**src/rtl/operand_pkg.sv**
```systemverilog
// Shared operand word type and default sizing for the operand FIFO and the downstream add-5 stage.
package operand_pkg;
  localparam int WORD_W     = 32;
  localparam int FIFO_DEPTH = 4;

  typedef logic [WORD_W-1:0] word_t;
endpackage

```
**src/rtl/fifo_ptr.sv**
```systemverilog
// Modulo-DEPTH wrapping pointer; advances by one on each edge with inc=1.
// Latency: new value one edge after inc; no backpressure of its own.
module fifo_ptr #(
  parameter int DEPTH = 4
) (
  input  logic                     clk,
  input  logic                     rst_n,
  input  logic                     inc,
  output logic [$clog2(DEPTH)-1:0] ptr
);

  always_ff @(posedge clk or negedge rst_n) begin
    if (!rst_n) begin
      ptr <= '0;
    end else if (inc) begin
      ptr <= (ptr == ($clog2(DEPTH))'(DEPTH - 1)) ? '0 : ptr + ($clog2(DEPTH))'(1);
    end
  end

endmodule

```
**src/rtl/operand_fifo.sv**
```systemverilog
// Operand FIFO feeding the add-5 stage: first word visible one cycle after its push.
// Backpressure: in_ready is registered (low when full); writes while full are dropped and flag overflow.
module operand_fifo
  import operand_pkg::*;
#(
  parameter int WIDTH = WORD_W,
  parameter int DEPTH = FIFO_DEPTH
) (
  input  logic                       clk,
  input  logic                       rst_n,
  input  logic                       in_valid,
  input  logic [WIDTH-1:0]           in_data,
  output logic                       in_ready,
  output logic                       out_valid,
  output logic [WIDTH-1:0]           out_data,
  input  logic                       out_ready,
  output logic [$clog2(DEPTH+1)-1:0] count,
  output logic                       overflow
);

  localparam int PW = $clog2(DEPTH);
  localparam int CW = $clog2(DEPTH + 1);

  logic [WIDTH-1:0] mem [DEPTH];
  logic [PW-1:0]    wr_ptr;
  logic [PW-1:0]    rd_ptr;
  logic [CW-1:0]    count_q;
  logic [CW-1:0]    count_nxt;
  logic             in_ready_q;
  logic             overflow_q;
  logic             push;
  logic             pop;

  assign push = in_valid && in_ready_q;
  assign pop  = (count_q != '0) && out_ready;

  fifo_ptr #(.DEPTH(DEPTH)) u_wr_ptr (
    .clk   (clk),
    .rst_n (rst_n),
    .inc   (push),
    .ptr   (wr_ptr)
  );

  fifo_ptr #(.DEPTH(DEPTH)) u_rd_ptr (
    .clk   (clk),
    .rst_n (rst_n),
    .inc   (pop),
    .ptr   (rd_ptr)
  );

  always_comb begin
    count_nxt = count_q;
    if (push && !pop) begin
      count_nxt = count_q + CW'(1);
    end else if (pop && !push) begin
      count_nxt = count_q - CW'(1);
    end
  end

  // in_ready is held in a flop so it stays low through reset and never follows out_ready combinationally.
  always_ff @(posedge clk or negedge rst_n) begin
    if (!rst_n) begin
      count_q    <= '0;
      in_ready_q <= 1'b0;
      overflow_q <= 1'b0;
    end else begin
      count_q    <= count_nxt;
      in_ready_q <= (count_nxt != CW'(DEPTH));
      if (in_valid && !in_ready_q) begin
        overflow_q <= 1'b1;
      end
    end
  end

  always_ff @(posedge clk) begin
    if (push) begin
      mem[wr_ptr] <= in_data;
    end
  end

  assign in_ready  = in_ready_q;
  assign out_valid = (count_q != '0);
  assign out_data  = mem[rd_ptr];
  assign count     = count_q;
  assign overflow  = overflow_q;

  a_count_bound: assert property (@(posedge clk) disable iff (!rst_n) count_q <= CW'(DEPTH));
  a_no_push_full: assert property (@(posedge clk) disable iff (!rst_n) !(push && count_q == CW'(DEPTH)));

endmodule

```
**config.mk**
```make
export PLATFORM = sky130hd
export DESIGN_NAME = operand_fifo
export DESIGN_NICKNAME = d
export VERILOG_FILES = /design/src/rtl/operand_pkg.sv /design/src/rtl/fifo_ptr.sv /design/src/rtl/operand_fifo.sv
export SDC_FILE = /design/constraint.sdc
export NUM_CORES = 1
export LEC_CHECK = 0
export CELL_PAD_IN_SITES_DETAIL_PLACEMENT = 0
export CELL_PAD_IN_SITES_GLOBAL_PLACEMENT = 2
export CORE_UTILIZATION = 42
export DETAILED_ROUTE_END_ITERATION = 10
export HOLD_SLACK_MARGIN = 0.03
export PLACE_DENSITY_LB_ADDON = 0.1
export SLEW_MARGIN = 30
export SYNTH_ARGS = -nofsm -noshare
export SYNTH_HDL_FRONTEND = slang
export SYNTH_SLANG_ARGS = --single-unit
export TNS_END_PERCENT = 10
```
**constraint.sdc**
```tcl
create_clock -name clk -period 2.4 [get_ports clk]
set_clock_uncertainty 0.05 [all_clocks]
set_input_delay 0.6 -clock clk [delete_from_list [all_inputs] [get_ports clk]]
set_output_delay 0.6 -clock clk [all_outputs]
set_load 0.01 [all_outputs]
```
# ---- Yosys cells after proc, flatten, opt, wreduce, memory -nomap -nowiden
# Memories as Yosys holds them, arrays and structs flattened.
# Cells that the tools add are included.
dict set report word_totals {
  reg_bits 9
  ram_bits 128
  input_bits 36
  wordCells 28
  mem_count 1
}
# name words word_bits rd rd_clocked_by_memory_dff wr line_no
set mem_list {}
lappend mem_list {mem 4 32 1 0 1 operand_fifo.sv:24} ;# logic [WIDTH-1:0] mem [DEPTH];
dict set report classes {
  n_addsub 4
  eq_ne 3
  mux 6
  reduce_logical 9
}
# op count
set ops {}
lappend ops {{$mux W3} 2}
lappend ops {{$logic_and A1 B1 Y1} 5}
lappend ops {{$add A2 B1 Y2 const B} 2}
lappend ops {{$eq A2 B2 Y1 const B} 2}
lappend ops {{$mux W2} 2}
lappend ops {{$add A3 B1 Y3 const B} 1}
lappend ops {{$logic_not A1 Y1} 3}
lappend ops {{$ne A3 B3 Y1 const B} 1}
lappend ops {{$reduce_bool A3 Y1} 1}
lappend ops {{$sub A3 B1 Y3 const B} 1}
lappend ops {{$mux W1} 2}

# ---- Depth between registers and ports, before layout
dict set report depth {
  ltp_word 6
  ltp_mapped 6
}

# ---- Cells and area by module
# A second synthesis with hierarchy kept.
dict set report unflattened {
  hier_cells 217
  area_unflattened_um2 5168.7
}
# mod instances cells_each area_per_inst_um2 seq_area_each_um2
set modules_own_cells {}
lappend modules_own_cells {operand_fifo 1 205 4991.0 3968.8}
lappend modules_own_cells {fifo_ptr 2 6 88.8 50.0}

# ---- Least setup slack after synthesis
# OpenSTA, ideal clock, no wires.
dict set report synth_timing {
  path_kind {register -> output}
  start {register u_rd_ptr.ptr[0]}
  end {output port out_data[0]}
  t_arrival_ns 1.299
  required_ns 1.750
  path_slack_ns 0.451
  path_stages_with_launch 4
  path_buffers 2
  path_cell_list {dfrtp_1 > buf_2 > buf_4 > mux4_2}
}
dict set report synth_via {
  elab_chain_cells 1
}
# element line_no
set synth_lines {}
lappend synth_lines {{from (decl)} fifo_ptr.sv:9} ;# output logic [$clog2(DEPTH)-1:0] ptr
lappend synth_lines {{from (signal assigned)} fifo_ptr.sv:16} ;# ptr <= (ptr == ($clog2(DEPTH))'(DEPTH - 1)) ? '0 : ptr + ($clog2(DEPTH))'(1);
lappend synth_lines {{$mem_v2 Z4 W32} -}
lappend synth_lines {{to (decl)} operand_fifo.sv:15} ;# output logic [WIDTH-1:0] out_data,
# Every way passes these cells.

# ---- Worst setup path in the final report
dict set report layout_timing {
  start {register u_rd_ptr.ptr[0]}
  end {output port out_data[19]}
}
# The elaborated chain is that of the path after synthesis.

==> results list <==
- Measured along the x axis, the die boundary spans 113 µm.
- Total of warnings raised by yosys: 0
- CTS Buf Count: 17
- Routed length on met1: 3880 µm
* Min cycle time layout: 2.44 ns
- At the pin with the least slew margin, the transition time is 0.473 ns.
- In this run the number of cells on the critical path is 5.
* Latest clock arrival within the worst-skew pair: 0.41 ns
* Reg-to-reg critical path endpoint: in_ready
* Startpoint of the worst register-to-register path: count[0]
* Top routing layer in use: met4
* Average cell area after synthesis: 23.3 µm²
- Clock transition at the registers of the reported paths: 0.05 ns
* Die Footprint: 0.0128 mm²
- The total area inside the core boundary comes to 0.0121 mm².
* Worst min path class: reg -> reg
- Worst setup path class: reg -> out
- In the final routed layout, each cell accounts on average for 18.1 µm.
- Wire length of the first global-routing pass: 14800 µm
- Number of filler instances in the final layout: 927
- Number of max-cap violations: 0
* Vias in the first global route: 2734
- Required time at the worst-slack endpoint: 1.75 ns
- Hold-fix buffers at CTS: 0
* Number of routed nets with antenna violations: 0
- The final reports fail on setup timing.
* DRT Wirelength: 9330 µm
- TritonCTS built the clock tree.
* Count of pins on the block boundary: 74
- Sink count of the clock tree: 137
- Launching element of the worst setup path: u_rd_ptr.ptr[0]
- For this run the aggregate overflow at the end of global routing stands at 0.
* Proportion of synthesized chip area in sequential cells: 78.3%
- The floorplan step set the die height to 113 µm.
* Most common cell after layout, fill and taps aside: edfxtp_1
- Synthesis produced a netlist with a net count of 267.
* Detail Route met2 WL: 4810 µm
- The cell family contributing the most delay on the critical path is buffers and inverters.
- Wire segments on met3 add up to 495 µm in the final route.
- Worst Reg-to-Reg Cells: 7
* Final HPWL DP: 5890 µm
- Setup repair after global routing missed its margin: yes
- In the global route stage, overall resource usage came out at 16.4%.
- Minimum setup slack in the final design: -0.0439 ns
* Floorplan row count: 40
- Result of the run: complete, but fails checks
- In this run, synthesis produced a sequential element count of 137.
* Max transition margin: 68.4%
- Peak clock frequency supported by timing: 409 MHz
- Leading cell types in the layout, fill and taps excluded: edfxtp_1, clkdlybuf4s50_1, mux4_2
- In this run, the number of DRC markers left after iteration 0 of detailed routing was 130.
- On the critical path, the stage with the largest delay is an instance of dfrtp_2.
- Final-layout worst hold slack: 0.413 ns
* Number of cells produced by synthesis: 223
* Number of stages on the worst hold path: 1
* Number of antenna violations at the first check in global routing: 0
- Critical-path maximum fanout: 7
- The critical path goes through buf_12 > buf_12 > buf_12 > mux4_2 > buf_6.
- After the flow finishes, the layout carries non-filler instances totaling 516.
- The cell that appears most often on the critical path is buf_12.
- Overall power consumption after layout is estimated at 8790 µW.
- From synthesis to final layout, the design area changed by 34.3%.
* GP Congestion: 0.722
- Placed cell count: 475
* Post-route cell area: 0.00698 mm²
- Counting distinct cell types in the post-synthesis netlist gives 27.
- Depth of the CTS H-tree: 4
- Worst Setup End Kind: output pin
* Worst Setup Start Kind: flop
* Area after DPL: 0.00634 mm²
- Setup violations remaining at the end of the flow were counted as 13.
* PortBufs: 73
- Total power per unit cell area: 1260 mW/mm²
- Library cell used as clock root buffer: clkbuf_16
- Across the VDD grid, the largest voltage drop is 0.542 mV.
* Remaining DRCs: 0
* Worst-case register-to-register setup slack: 0.57 ns
- Starting density of the core: 43.1%
- For this run, the slowest stage of the critical path takes 0.43 ns.
* Buffers & Inverters on Critical Path: 4
- After detailed routing, the number of vias per cell comes to 4.93.
- Summed over all cells, the static leakage comes to 0.00246 µW.
* Fraction of final layout cells sized beyond drive strength 1: 38.2%
* Post-Synthesis Cell Area: 0.00520 mm²
- The final count of pins violating max slew is 0.
- Iteration count of the initial detailed-routing pass: 4
* Final #Nets: 379
- Endpoints failing hold: 0
- The repair_antennas step left the layout with diodes totalling 0.
* Data arrival time of the worst path: 1.79 ns
- The clock passes through at most 2 buffers.
- For this block, the via count after detailed routing is 2543.
- The critical path ends at out_data[19].
- Final worst-path cycle share: 102%
* Pin count of the biggest net entering global routing: 28
[synthesized netlist by cell type]
master    count  area (µm²)
a21bo_2       1        10.0
a21o_1        2        15.0
a21o_2        1        8.76
a21oi_1       1        5.00
and3_2        4        30.0
and3_4        2        22.5
buf_2         3        15.0
buf_4         3        22.5
clkbuf_1      2        7.51
dfrtp_1       9         225
edfxtp_1    128        3840
ha_1          8         100
inv_1         5        18.8
mux2_2        4        45.0
mux2i_1       1        10.0
mux4_2       32         721
nand2_1       1        3.75
nand2_2       1        6.26
nand2b_1      2        12.5
nand3_1       2        10.0
nor2_1        2        7.51
nor3_1        3        15.0
nor3b_1       1        7.51
nor4_1        1        6.26
o211ai_1      1        7.51
o21a_1        1        7.51
o31ai_1       2        15.0
[worst min path at each step]
stage | from | endpoint | slack, ns
floorplan | rst_n | count[0] | 0.25
global placement | overflow | overflow | 0.40
detailed placement | overflow | overflow | 0.40
CTS | overflow | overflow | 0.41
global route | overflow | overflow | 0.43
finish | overflow | overflow | 0.41
[where the power goes]
group	total (µW)	leakage, µW	internal [µW]	switching, µW
sequential	3280	0.00127	3130	152
combinational	3030	0.000909	1720	1310
clock	2480	0.000282	1600	877
[stage by stage]
stage / worst slack, ns / util (%) / setup TNS, ns
floorplan: 0.451 / - / 0
global placement: 0.0941 / 52.6 / 0
detailed placement: 0.0753 / 52.6 / 0
CTS: -0.0677 / 57.3 / -0.734
global route: -0.101 / 57.9 / -1.64
finish: -0.0439 / 57.9 / -0.437
[registers in the layout, indices dropped and copies added (netlist names)]
name,flops
count,3
in_ready,1
mem,128
overflow,1
u_rd_ptr.ptr,2
u_wr_ptr.ptr,2
[final cells by class]
class	instances	area, µm²	share of cell area, %
clock buffer	19	433	6.20
clock inverter	13	134	1.92
inverter	5	18.8	0.269
multi-input combinational	73	1070	15.3
sequential	137	4070	58.3
tap	168	210	3.01
timing repair buffer	101	1050	15.0
[layer usage]
layer | global-route usage, % | up-vias
li1 | - | 1165
met1 | 19.9 | 1297
met2 | 26.7 | 66
met3 | 5.25 | 15
met4 | 7.89 | 0
met5 | 0 | -
[kinds of logic after synthesis]
family	synth area share [%]
AND/OR/NAND/NOR	2.33
adder cells (fa/ha/maj)	1.93
flip-flops	78.3
multiplexers	14.9
buffers and inverters	1.23
AO/OA/AOI/OAI	1.32
[timing repair]
action                     in CTS  in global routing
gates resized for setup       142                 13
setup endpoints to repair      33                 28
pin swaps                       0                  0
buffers inserted                8                  0
gates cloned                    1                  0
(Power assumes the default switching activity.)
